### config.mk
export PLATFORM = sky130hd
export DESIGN_NAME = led_pattern_gen
export DESIGN_NICKNAME = d
export VERILOG_FILES = /design/src/rtl/led_pattern_gen.sv
export SDC_FILE = /design/constraint.sdc
export NUM_CORES = 1
export LEC_CHECK = 0
export ABC_CLOCK_PERIOD_IN_PS = 4800
export CORE_MARGIN = 2
export CORE_UTILIZATION = 45
export DETAILED_ROUTE_END_ITERATION = 10
export GPL_TIMING_DRIVEN = 0
export PLACE_DENSITY_LB_ADDON = 0.3
export SYNTH_ARGS = -nofsm -noshare
export SYNTH_HDL_FRONTEND = slang
export SYNTH_SLANG_ARGS = --single-unit
### constraint.sdc
create_clock -name clk -period 4.8 [get_ports clk]
set_input_delay 0.48 -clock clk [delete_from_list [all_inputs] [get_ports clk]]
set_output_delay 0.48 -clock clk [all_outputs]
set_load 0.01 [all_outputs]
### src/rtl/led_pattern_gen.sv
// LED pattern engine: four run-time selectable modes (alternate, chase, binary count, PWM breathe)
// with two debounced push buttons that cycle the mode and the step rate.

module led_btn_debounce #(
  parameter int CYCLES = 1000000
) (
  input  logic clk,
  input  logic rst,
  input  logic btn,
  output logic press
);
  localparam int CW = $clog2(CYCLES + 1);

  logic          meta_r;
  logic          sync_r;
  logic          level_r;
  logic [CW-1:0] cnt_r;
  logic          accept_s;

  // Accept a new level on the cycle the synced input has disagreed with it for CYCLES cycles.
  always_comb begin
    accept_s = (sync_r != level_r) && (cnt_r == CW'(CYCLES - 1));
    press    = accept_s && sync_r;
  end

  // Synchroniser, stability counter and debounced level.
  always_ff @(posedge clk or negedge rst) begin
    if (!rst) begin
      meta_r  <= 1'b0;
      sync_r  <= 1'b0;
      level_r <= 1'b0;
      cnt_r   <= {CW{1'b0}};
    end else begin
      meta_r <= btn;
      sync_r <= meta_r;
      if (accept_s) begin
        level_r <= sync_r;
        cnt_r   <= {CW{1'b0}};
      end else if (sync_r != level_r) begin
        cnt_r <= cnt_r + CW'(1);
      end else begin
        cnt_r <= {CW{1'b0}};
      end
    end
  end
endmodule

module led_pattern_gen #(
  parameter int NUM_LEDS        = 4,
  parameter int STEP_DIV        = 25000000,
  parameter int DEBOUNCE_CYCLES = 1000000,
  parameter int PWM_BITS        = 8
) (
  input  logic                clk,
  input  logic                rst,
  input  logic                btn_mode,
  input  logic                btn_speed,
  output logic [NUM_LEDS-1:0] leds,
  output logic [1:0]          mode
);
  localparam int PW = $clog2(STEP_DIV + 1);
  localparam logic [PW-1:0] STEP_DIV_L = PW'(STEP_DIV);
  localparam logic [PWM_BITS-1:0] DUTY_MAX = {PWM_BITS{1'b1}};

  localparam logic [1:0] MODE_ALT     = 2'd0;
  localparam logic [1:0] MODE_CHASE   = 2'd1;
  localparam logic [1:0] MODE_COUNT   = 2'd2;
  localparam logic [1:0] MODE_BREATHE = 2'd3;

  logic [1:0]          mode_r;
  logic [1:0]          speed_r;
  logic [PW-1:0]       presc_r;
  logic [PWM_BITS-1:0] duty_r;
  logic                dir_up_r;
  logic [PWM_BITS-1:0] pwm_cnt_r;
  logic [NUM_LEDS-1:0] leds_r;

  logic          mode_press_s;
  logic          speed_press_s;
  logic [PW-1:0] limit_s;
  logic          tick_s;
  logic [1:0]    next_mode_s;

  function automatic logic [NUM_LEDS-1:0] seed_for(input logic [1:0] m);
    logic [NUM_LEDS-1:0] s;
    s = {NUM_LEDS{1'b0}};
    case (m)
      MODE_ALT: begin
        for (int i = 0; i < NUM_LEDS; i++) s[i] = (i % 2 == 0);
      end
      MODE_CHASE:   s[0] = 1'b1;
      MODE_COUNT:   s = {NUM_LEDS{1'b0}};
      MODE_BREATHE: s = {NUM_LEDS{1'b0}};
      default:      s = {NUM_LEDS{1'b0}};
    endcase
    return s;
  endfunction

  led_btn_debounce #(.CYCLES(DEBOUNCE_CYCLES)) u_deb_mode (
    .clk   (clk),
    .rst   (rst),
    .btn   (btn_mode),
    .press (mode_press_s)
  );

  led_btn_debounce #(.CYCLES(DEBOUNCE_CYCLES)) u_deb_speed (
    .clk   (clk),
    .rst   (rst),
    .btn   (btn_speed),
    .press (speed_press_s)
  );

  // A press clears the prescaler, so it also swallows a step that would land on the same cycle.
  always_comb begin
    limit_s     = STEP_DIV_L >> speed_r;
    tick_s      = (presc_r == (limit_s - PW'(1))) && !mode_press_s && !speed_press_s;
    next_mode_s = mode_r + 2'd1;
  end

  // Mode, speed, prescaler, breathe state and registered LED pattern.
  always_ff @(posedge clk or negedge rst) begin
    if (!rst) begin
      mode_r    <= MODE_ALT;
      speed_r   <= 2'd0;
      presc_r   <= {PW{1'b0}};
      duty_r    <= {PWM_BITS{1'b0}};
      dir_up_r  <= 1'b1;
      pwm_cnt_r <= {PWM_BITS{1'b0}};
      leds_r    <= seed_for(MODE_ALT);
    end else begin
      pwm_cnt_r <= pwm_cnt_r + PWM_BITS'(1);
      if (mode_press_s || speed_press_s || tick_s) begin
        presc_r <= {PW{1'b0}};
      end else begin
        presc_r <= presc_r + PW'(1);
      end
      if (speed_press_s) begin
        speed_r <= speed_r + 2'd1;
      end
      if (mode_press_s) begin
        mode_r   <= next_mode_s;
        leds_r   <= seed_for(next_mode_s);
        duty_r   <= {PWM_BITS{1'b0}};
        dir_up_r <= 1'b1;
      end else begin
        case (mode_r)
          MODE_ALT:   if (tick_s) leds_r <= ~leds_r;
          MODE_CHASE: if (tick_s) leds_r <= {leds_r[NUM_LEDS-2:0], leds_r[NUM_LEDS-1]};
          MODE_COUNT: if (tick_s) leds_r <= leds_r + NUM_LEDS'(1);
          MODE_BREATHE: begin
            leds_r <= {NUM_LEDS{(pwm_cnt_r < duty_r)}};
            // Turn around on reaching an endpoint so each endpoint is shown for one step.
            if (tick_s) begin
              if (dir_up_r) begin
                duty_r <= duty_r + PWM_BITS'(1);
                if (duty_r == (DUTY_MAX - PWM_BITS'(1))) dir_up_r <= 1'b0;
              end else begin
                duty_r <= duty_r - PWM_BITS'(1);
                if (duty_r == PWM_BITS'(1)) dir_up_r <= 1'b1;
              end
            end
          end
          default: leds_r <= leds_r;
        endcase
      end
    end
  end

  assign leds = leds_r;
  assign mode = mode_r;
endmodule

### Word-level counts from Yosys, hierarchy flattened

Index checks and enable logic that the tools add are counted.
W data, S select, Z words.

* flip-flop bits (word level): 96
* latch bits: 0
* bits in writable memories: 0
* memory bits (read-only): 0
* logic and storage cells: 84
* memories kept: 0

* $add $sub $neg: 10
* $mul: 0
* div/mod/pow operators: 0
* magnitude comparators: 1
* equality and inequality tests: 16
* shift operators: 1
* mux-type cells: 22
* bitwise logic cells: 1
* reductions and logical operators: 18

Operator list (number)
* $mux W20: 4
* $add A20 B1 Y20 const B: 2
* $eq A20 B20 Y1 const B: 2
* $mux W8: 4
* $add A25 B1 Y25 const B: 1
* $eq A25 B25 Y1: 1
* $mux W25: 1
* $shr A25 B2 Y25 const A: 1
* $sub A25 B1 Y25 const B: 1
* $add A8 B1 Y8 const B: 2
* $mux W4: 4
* $pmux W4 S4: 1
* $ne A3 B3 Y1 const B: 3
* $eq A2 B2 Y1 const B: 4
* $eq A8 B1 Y1 const B: 1
* $eq A8 B8 Y1 const B: 1
* $lt A8 B8 Y1: 1
* $sub A8 B1 Y8 const B: 1
* $logic_and A1 B1 Y1: 6
* $mux W1: 6
* $add A2 B1 Y2 const B: 2
* $add A4 B1 Y4 const B: 1
* $eq A2 B1 Y1 const B: 2
* $logic_not A2 Y1: 2
* 10 further kinds: 15

### Longest topological paths before layout

Gate-level depths: netlist of the first run.

* depth after elaboration: 9
* gate-level depth with buffers: 12
* gate-level depth less buffers: 10

### Modules after synthesis

A second synthesis of the first run with hierarchy kept.

* cells, all modules: 535
* area total of the unflattened synthesis: 5345.1 um2

By module, submodules not included
* led_pattern_gen: times used 1, cells an instance 321, area an instance 3110.5 um2, sequential area each 1255.0 um2
* led_btn_debounce: times used 2, cells an instance 107, area an instance 1117.3 um2, sequential area each 575.6 um2

### Worst setup path after synthesis of the first run

Ideal clock, no wire load.

* path kind: register to register
* start: register speed_r[0]
* end: register dir_up_r
* library setup time: 0.059 ns
* arrival: 2.857 ns
* required time: 4.741 ns
* path slack: 1.884 ns
* cell stages (with the launch flop): 12
* buffers on the path: 1
* clock period less this slack: 2.916 ns
* path through: dfrtp_1 -> inv_1 -> ha_1 -> inv_1 -> ha_1 -> xor2_1 -> o2111ai_1 -> or4_4 -> or4_1 -> buf_2 -> o311ai_2 -> a21o_1

* cells in the longest elaborated chain, start to end: 7

RTL lines
* from (decl): line 71 `logic [1:0] speed_r;`
* from (signal assigned): line 138 `speed_r <= speed_r + 2'd1;`
* $shr A25 B2 Y25: line 115 `limit_s = STEP_DIV_L >> speed_r;`
* $sub A25 B1 Y25: line 116 `tick_s = (presc_r == (limit_s - PW'(1))) && !mode_press_s && !speed_press_s;`
* $eq A25 B25 Y1: line 116
* $logic_and A1 B1 Y1 (2 in series): line 116
* $reduce_bool A2 Y1 (no line)
* $reduce_and A2 Y1 (no line)
* to (signal assigned): line 127 `dir_up_r <= 1'b1;`
* to (signal assigned): line 144 `dir_up_r <= 1'b1;`
* to (signal assigned): line 156 `if (duty_r == (DUTY_MAX - PWM_BITS'(1))) dir_up_r <= 1'b0;`
* to (decl): line 74 `logic dir_up_r;`

No other way between the ends.
A chain may end at the register's enable or synchronous reset.

### Worst setup path after layout of the first run

* start: register speed_r[0]
* end: register leds_r[3], in the netlist leds[3]

* cells in the longest elaborated chain, start to end: 7
* elaborated cells on any way between the ends: 9

RTL lines
* $shr A25 B2 Y25 *: line 115
* $sub A25 B1 Y25 *: line 116
* $eq A25 B25 Y1 *: line 116
* $logic_and A1 B1 Y1 * (2 in series): line 116
* $ne A3 B3 Y1 (no line)
* $reduce_and A3 Y1 (no line) *
* to (signal assigned): line 129 `leds_r <= seed_for(MODE_ALT);`
* to (signal assigned): line 142 `leds_r <= seed_for(next_mode_s);`
* to (signal assigned): line 147 `MODE_ALT: if (tick_s) leds_r <= ~leds_r;`
* to (decl): line 76 `logic [NUM_LEDS-1:0] leds_r;`

Every way passes the cells marked *; elsewhere a longest branch is shown, timed or not.

==> impl_results.md, run 1 <==
* Worst r2r dst: leds[3]
* Die area at around 0.013 mm²
* Post-Synthesis Cell Area at 0.00530 mm²
* Register area share after synthesis at between 40% and 50%
* Initial Util at 46.2%
* Max-cap violations at 0
* FF-to-FF Start: speed_r[0]
* Synth Net Count at 570
* CTS H-Tree Depth at 3
* Non-Filler Instances at between 700 and 800
* Antenna cells at 0
* Number of fill cells at roughly 1000
* Gpl congestion at roughly 0.80
* DR iter-0 viols at between 100 and 150
* Main synth FF type: dfrtp_1
* Total setup buffers inserted after CTS at 0
* Syn Inst Count at ~540
* Final worst path period share at around 70%
* CTS Buffer Depth at 2
* Antenna-violating nets left at 0
* WP data required at between 5 and 6 ns
* Chip height at about 110 µm
* Fin nets at a little under 600
* Slew HR at between 50 and 60%
* Worst r2r path cells at 10
* Initial antenna violation count at 0
* Worst Hold Class: input pin to async pin
* Clock sinks at 96
* Fmax at just under 300 MHz
* Setup CP Type: flip-flop to flip-flop
* Worst Path Arrival at roughly 3.6 ns
* Setup crit start kind: flip-flop
* Worst-path clk slew at 0.07 ns
* Total grt overflow at 0
* CORE AREA at around 0.011 mm²
* First-pass GRT wire length at 17.1 mm
* Clk_lat worst skew at about 0.35 ns
* Final Slew Violations at 0
* Slowest stage delay, CP at roughly 0.6 ns
* Final Setup Violations at 0
* Number of iterations in the first detailed-routing pass at 4
* Largest net degree at the start of global routing at 73
* Crit-path cells: inv_1, ha_1, inv_1, ha_1, xor2_1, o2111ai_1, or4_4, nor4_2, nor3_1, mux2_2
* Multi-input logic area at roughly 0.0027 mm²
* Via count at about 3800
* Share of layout cells above drive strength 1 at ~8.3%
* CP Capture Type: flip-flop
* Actual slew at the worst max-slew pin at 0.633 ns
* GRT Overall Usage at ~16%
* EDFF count, synth at 0
* FF+latch area at between 0.002 and 0.0025 mm²
* Status: complete, no violations
* Number of buffers created by CTS at 9
* Die X at roughly 110 µm
* Yosys reg bits at 96
* Peak supply drop at 315 µV
* Via density at between 5 and 6
* Crit-path slowest cell: or4_4
* PortBufs at 9
* Commonest non-fill, non-tap cell in the layout: dfrtp_1
* CTS resizes at 0
* Tmin final at 3.35 ns
* Post-synth ARST share at between 90% and 100%
* Drt wl/cell at 13.7 µm
* Hpwl dp at between 6 and 7 mm
* P per Cell Area at between 200 and 300 mW/mm²
* Power Total at approximately 1.6 mW
* RSZ-0062 raised after global routing: no
* Clk_skew at roughly 0.0088 ns
* Most frequent cells in the layout: dfrtp_1, nor2_1, xor2_1
* Netlist cell types at 54
* Post-Route WL at roughly 9.7 mm
* R2R Setup Slk at between 1 and 1.5 ns
* P_leak at between 2 and 3 nW
* Count of final hold-check violations at 0
* Hold WS at just under 0.05 ns
* Vias in the first global route at approximately 3800
* Mapped Avg Cell Area at about 9.9 µm²
* Critical path startpoint: speed_r[0]
* CTS tree: done
* Area Growth Syn to Fin at 11.3%
* Post-cts hold buffer count at 0
* Io pins at 10
* Warnings from Yosys at 0
* Clk root buf: clkbuf_16
* Site Rows at 39
* Placed cell count at just under 700
* Critical Path Fanout Max at 5
* # DRC at 0
-- cell usage after synthesis, types with 6 or more instances --
cell	number	area, µm²
a21oi_1	10	50.1
and3_1	18	113
and4_1	6	52.6
dfrtp_1	93	2330
ha_1	29	363
inv_1	26	97.6
mux2_2	6	67.6
nand2_1	41	154
nand3_1	35	175
nand4_1	17	106
nor2_1	76	285
nor3_1	6	30.0
o21ai_0	12	60.1
xnor2_1	35	307
xor2_1	49	429
-- stage by stage --
step                area (µm²)  util (%)  setup WS (ns)  setup TNS, ns
finish                    5900      51.5           1.45              0
global route              5900      51.5           1.32              0
CTS                       5900      51.5           1.48              0
detailed placement        5590      48.8           1.49              0
global placement          5570      48.6         -0.326         -29.63
floorplan                 5300         -           1.88              0
-- power by group --
group	switching, mW	internal [mW]	total [mW]
logic	0.0243	0.00965	0.0339
registers	0.00489	0.815	0.820
clock network	0.309	0.420	0.729
total	0.338	1.24	1.58
-- cell families (layout without fill, tap and decap cells) --
logic type	count (synthesis)	after routing	share of synthesized area, %
adder cells (fa/ha/maj)	29	29	6.85
flip-flops	96	96	45.4
XOR/XNOR	84	84	13.9
AND/OR/NAND/NOR	236	236	23.1
multiplexers	9	9	1.86
AO/OA/AOI/OAI	46	46	5.69
buffers and inverters	37	63	3.21
-- state kept, by name, summed over array words and instances, names as in the netlist, 2 cells and up --
signal             flops
leds                   4
duty_r                 8
u_deb_mode.cnt_r      20
u_deb_speed.cnt_r     20
presc_r               25
speed_r                2
pwm_cnt_r              8
mode                   2
-- routing by layer --
layer  GRT usage (%)  share of wire (%)  wire [µm]
met4            4.72                1.3        122
met5               0                  0          0
met1            20.9                 48       4610
met2            27.8                 48       4660
met3            4.16                3.0        288
-- worst max-delay path, delay by kind of cell (launching register included) --
kind                       cells  cell delay (ns)
and+or+nand+nor                3             1.42
adders and majority gates      2             0.51
buffers and inverters          2             0.25
xor gates and xnor gates       1             0.15
DFF                            1             0.45
muxes                          1             0.32
AOI/OAI and AO/OA              1             0.13
-- area by class of cell --
cell class                      count  area share, %
Buffer                             11           1.23
Clock buffer                       10           4.05
Clock inverter                      6           1.15
Inverter                           26           1.65
Multi-Input combinational cell    404           46.2
Sequential cell                    96           40.8
Tap cell                          143           3.03
Timing Repair Buffer               10           1.95
-- worst max-delay path by stage --
stage	endpoint	slack (ns)
2_1_floorplan	dir_up_r	1.88
3_3_place_gp	pwm_cnt_r[7]	-0.33
3_5_place_dp	leds[3]	1.49
4_1_cts	leds[3]	1.48
5_1_grt	leds[1]	1.32
6_report	leds[3]	1.45
Note: power is estimated with default switching activity, not from simulation.
==> run 2, diff against run 1 <==
--- a/config.mk
+++ b/config.mk
@@ -5,7 +5,7 @@
 export SDC_FILE = /design/constraint.sdc
 export NUM_CORES = 1
 export LEC_CHECK = 0
-export ABC_CLOCK_PERIOD_IN_PS = 4800
+export ABC_CLOCK_PERIOD_IN_PS = 3400
 export CORE_MARGIN = 2
 export CORE_UTILIZATION = 45
 export DETAILED_ROUTE_END_ITERATION = 10
==> constraint.sdc (replaced) <==
create_clock -name clk -period 3.4 [get_ports clk]
set_input_delay 0.34 -clock clk [delete_from_list [all_inputs] [get_ports clk]]
set_output_delay 0.34 -clock clk [all_outputs]
set_load 0.01 [all_outputs]
==> impl_results.md, run 2 (synthesis gave the netlist of run 1 again) <==
* Fin nets at just under 600
* Critical Path Fanout Max at 7
* Max reg flops at 25
* Worst Hold Class: flip-flop to flip-flop
* Fmax at 313 MHz
* Bufs and invs on worst path at 3
* Final Setup Violations at 0
* Crit-path cells: inv_1, ha_1, inv_1, ha_1, xor2_1, o2111ai_1, or4_4, or4_1, buf_2, o311ai_2, a21o_1
* Max-cap violations at 0
* Antenna-violating nets left at 0
* Hpwl dp at 6.90 mm
* Status: complete, no violations
* CTS Buffer Depth at 2
* Min-delay src: u_deb_mode.meta_r
* # DRC at 0
* CTS H-Tree Depth at 3
* Chip height at about 110 µm
* Share of layout cells above drive strength 1 at 8.35%
* Gpl congestion at between 0.7 and 0.8
* Via density at about 5.3
* Final core occ at about half
* Number of iterations in the first detailed-routing pass at 4
* Final Cell Area at between 0.005 and 0.006 mm²
* Most frequent cells in the layout: dfrtp_1, nor2_1, xor2_1
* Initial Util at between 40 and 50%
* Slew HR at approximately 60%
* Final worst path period share at between 90% and 100%
* Total grt overflow at 0
* Clock sinks at 96
* Drt wl/cell at about 14 µm
* CORE AREA at around 0.011 mm²
* Clk root buf: clkbuf_16
* P per Cell Area at 377 mW/mm²
* Tmin final at about 3.2 ns
* Area Growth Syn to Fin at 11.6%
* Crit path max-delay family: simple AND/OR/NAND/NOR gates
* First-pass GRT wire length at 17.1 mm
* Final Slew Violations at 0
* Setup TNS at 0 ns
* Placement Cell Area at between 0.005 and 0.006 mm²
* Antenna cells at 0
* Clk_skew at just under 0.009 ns
* Slowest stage delay, CP at around 0.6 ns
* Worst Path Arrival at about 3.5 ns
* Largest net degree at the start of global routing at between 70 and 80
* Initial antenna violation count at 0
* Commonest non-fill, non-tap cell in the layout: dfrtp_1
* Clk_lat worst skew at between 0.3 and 0.4 ns
* Setup CP Type: flip-flop to flip-flop
* Setup crit start kind: flip-flop
* FF-to-FF Start: speed_r[0]
* CTS tree: done
* Worst-path clk slew at roughly 0.070 ns
* P_leak at between 2 and 3 nW
* GRT Overall Usage at around 16%
* Via count at about 3800
* Io pins at 10
* Die X at about 110 µm
* Vias in the first global route at roughly 3800
* Actual slew at the worst max-slew pin at 0.607 ns
* Biggest register: presc_r
* Die area at between 0.01 and 0.015 mm²
* Count of final hold-check violations at 0
* DR iter-0 viols at approximately 160
* Largest registers: presc_r (25), u_deb_mode.cnt_r (20), u_deb_speed.cnt_r (20)
* Post-Route WL at between 9 and 10 mm
* WP data required at between 3 and 4 ns
* PortBufs at 9
* Site Rows at 39
* RSZ-0062 raised after global routing: no
* Peak supply drop at around 450 µV
* CP Capture Type: flip-flop
* Critical path startpoint: speed_r[0]
* Total setup buffers inserted after CTS at 0
* Crit-path slowest cell: or4_4
* Number of buffers created by CTS at 9
## run 2: timing repair
| item | in CTS | in global routing |
|---|---|---|
| gates resized for setup | 0 | 1 |
| hold buffers | 1 | 0 |
| endpoints found under the hold margin | 24 | 0 |
| endpoints found under the setup margin | 0 | 7 |
## run 2: path summary, 6_finish.rpt
| path | endpoint | slack, ns | depth (start not counted) |
|---|---|---|---|
| setup / recovery | dir_up_r | 0.21 | 11 |
| hold / removal | u_deb_mode.sync_r | 0.35 | 0 |
| setup reg to reg | dir_up_r | 0.21 | 11 |
| hold reg to reg | u_deb_mode.sync_r | 0.35 | 0 |
| max in group asynchronous | leds[0] | 2.24 | 3 |
| min in group asynchronous | u_deb_mode.cnt_r[19] | 0.45 | 2 |
## run 2: final cells by class
cell class              count  area (µm²)
fillers                  1039        5550
multi-input cells         404        2730
plain buffers              10        68.8
inverters                  26        97.6
clock buffers              10         239
repair buffers             11         125
clock inverters             6        67.6
flip-flops and latches     96        2410
well taps                 143         179
## run 2: per-layer routing
| metal | GRT usage, % | part of all wire, % |
|---|---|---|
| met1 | 20.9 | 47 |
| met2 | 27.9 | 48 |
| met3 | 4.16 | 3.6 |
| met4 | 4.72 | 1.1 |
| met5 | 0 | 0 |
## run 2: through the flow
step | power [mW] | hold WS, ns | cells | setup slack, ns
floorplan | 1.19 | 0.0444 | 537 | 0.484
global placement | 1.22 | 0.333 | 689 | -1.59
detailed placement | 1.23 | 0.276 | 690 | 0.0924
CTS | 2.27 | 0.352 | 707 | 0.0798
global route | 2.32 | 0.360 | 706 | 0.00395
finish | 2.23 | 0.347 | 706 | 0.208
## run 2: where the power goes
part | switching (mW) | total, mW | internal [mW]
sequential | 0.00691 | 1.16 | 1.15
combinational | 0.0344 | 0.0488 | 0.0144
clock | 0.435 | 1.03 | 0.592
total | 0.476 | 2.23 | 1.76
==> run 3, diff against run 2 <==
--- a/config.mk
+++ b/config.mk
@@ -9,7 +9,6 @@
 export CORE_MARGIN = 2
 export CORE_UTILIZATION = 45
 export DETAILED_ROUTE_END_ITERATION = 10
-export GPL_TIMING_DRIVEN = 0
 export PLACE_DENSITY_LB_ADDON = 0.3
 export SYNTH_ARGS = -nofsm -noshare
 export SYNTH_HDL_FRONTEND = slang
==> impl_results.md, run 3 (synthesis gave the netlist of run 1 again) <==
* Status: complete, but fails checks
* Violations in the final reports: hold timing
* Io pins at 10
* Final worst path period share at ~93%
* # DRC at 0
* Die area at ~0.013 mm²
* Antenna-violating nets left at 0
* Most frequent cells in the layout: dfrtp_1, nor2_1, xor2_1
* Clk_skew at between 0.01 and 0.015 ns
* Actual slew at the worst max-slew pin at between 0.6 and 0.7 ns
* Via density at 5.34
* Fmax at between 300 and 400 MHz
* Slew HR at 54.7%
* Final core occ at roughly 51%
* Power Total at 2.17 mW
* Setup crit start kind: flip-flop
* Final Slew Violations at 0
* RSZ-0062 raised after global routing: no
* Post-cts hold buffer count at 0
* Hold WS at -0.00937 ns
* Worst-path clk slew at ~0.07 ns
* Comb power frac at 2.1%
* Initial antenna violation count at 0
* CTS resizes at 0
* Max-cap violations at 0
* P per Cell Area at approximately 370 mW/mm²
* Die X at 113 µm
* Number of fill cells at around 1000
* Count of final hold-check violations at 5
* Hpwl dp at slightly below 7 mm
* P_leak at 2.62 nW
* Switching fraction of total power at 22.4%
* Via count at between 3000 and 4000
* PortBufs at 9
* Chip height at between 100 and 150 µm
* Max reg flops at 25
* Vias in the first global route at just under 4000
* Worst Hold Class: input pin to async pin
* Number of iterations in the first detailed-routing pass at 5
* CP Capture Type: flip-flop
* Clock power frac at 44.5%
* Largest net degree at the start of global routing at 48
* Share of layout cells above drive strength 1 at under 10%
* Commonest non-fill, non-tap cell in the layout: dfrtp_1
* CTS tree: done
* First-pass GRT wire length at about 18 mm
* Peak supply drop at roughly 210 µV
* Clk_lat worst skew at roughly 0.35 ns
* Largest registers: presc_r (25), u_deb_mode.cnt_r (20), u_deb_speed.cnt_r (20)
* Setup TNS at 0 ns
* Tmin final at 3.16 ns
* Site Rows at 39
* Worst Path Arrival at ~3.5 ns
* WP data required at around 3.7 ns
* DR iter-0 viols at around 230
* Post-Route WL at 9.82 mm
* CTS Buffer Depth at 2
* Biggest register: presc_r
* Total grt overflow at 0
* Number of buffers created by CTS at 9
* Setup CP Type: flip-flop to flip-flop
* CORE AREA at 0.0115 mm²
* Internal power at ~1.7 mW
* Seq pwr share at 53.4%
* Drt wl/cell at 14.0 µm
* Gpl congestion at 0.885
* Final Setup Violations at 0
* Area Growth Syn to Fin at 9.80%
* Antenna cells at 0
* Total setup buffers inserted after CTS at 0
* GRT Overall Usage at 17.0%
* Fin nets at between 500 and 600
* Clock sinks at between 90 and 100
* CTS H-Tree Depth at 3
* Clk root buf: clkbuf_16
* P_sw at 0.485 mW
* Initial Util at 46.2%
* Critical Path Fanout Max at 7
[run 3: area by class of cell]
| cell class | count | area [µm²] | share of cell area (%) |
|---|---|---|---|
| clock inverter | 5 | 41.3 | 0.710 |
| sequential | 96 | 2410 | 41.3 |
| multi-input combinational | 404 | 2720 | 46.8 |
| tap | 143 | 179 | 3.07 |
| clock buffer | 10 | 239 | 4.11 |
| timing repair buffer | 15 | 133 | 2.28 |
| inverter | 26 | 97.6 | 1.68 |
[run 3: worst max-delay path, stage by stage (launching register included)]
cell       delay (ns)
dfrtp_1          0.43
inv_1            0.17
ha_1             0.23
inv_1            0.06
ha_1             0.29
xor2_1           0.15
o2111ai_1        0.13
or4_4            0.59
or4_1            0.65
o311ai_2         0.31
a21o_1           0.12
[run 3: metal layers]
| metal | part of all wire, % | global-route usage [%] | wire (µm) |
|---|---|---|---|
| met1 | 48 | 23.2 | 4740 |
| met2 | 48 | 27.7 | 4740 |
| met3 | 2.4 | 3.08 | 239 |
| met4 | 1.0 | 5.61 | 98 |
| met5 | 0 | 0 | 0 |
[run 3: path summary, 6_finish.rpt]
kind                                         start                     to  slack (ns)  depth (start not counted)
max in group asynchronous                      rst                leds[2]        2.61                          2
worst max register to register          speed_r[0]               dir_up_r        0.24                         10
worst min register to register  u_deb_speed.meta_r     u_deb_speed.sync_r        0.35                          0
min in group clk                u_deb_speed.meta_r     u_deb_speed.sync_r        0.35                          0
worst min-delay path                           rst  u_deb_speed.cnt_r[15]      -0.009                          1
worst max-delay path                    speed_r[0]               dir_up_r        0.24                         10
[run 3: stage by stage]
stage | std cells | cell area (µm²) | hold WS (ns) | setup slack (ns)
after floorplan | 537 | 5300 | 0.0444 | 0.484
after global placement | 684 | 5540 | 0.337 | 0.347
after detailed placement | 684 | 5540 | 0.340 | 0.264
final | 699 | 5820 | -0.00937 | 0.242
after CTS | 699 | 5820 | 0.0246 | 0.245
after global routing | 699 | 5820 | 0.0555 | 0.0903
[run 3: power groups by stage]
stage               logic, mW  registers [mW]  clock network (mW)
detailed placement     0.0488            1.18                   0
floorplan              0.0158            1.18                   0
CTS                    0.0489            1.16               0.988
global placement       0.0471            1.18                   0
global route           0.0541            1.16                1.04
finish                 0.0455            1.16               0.964
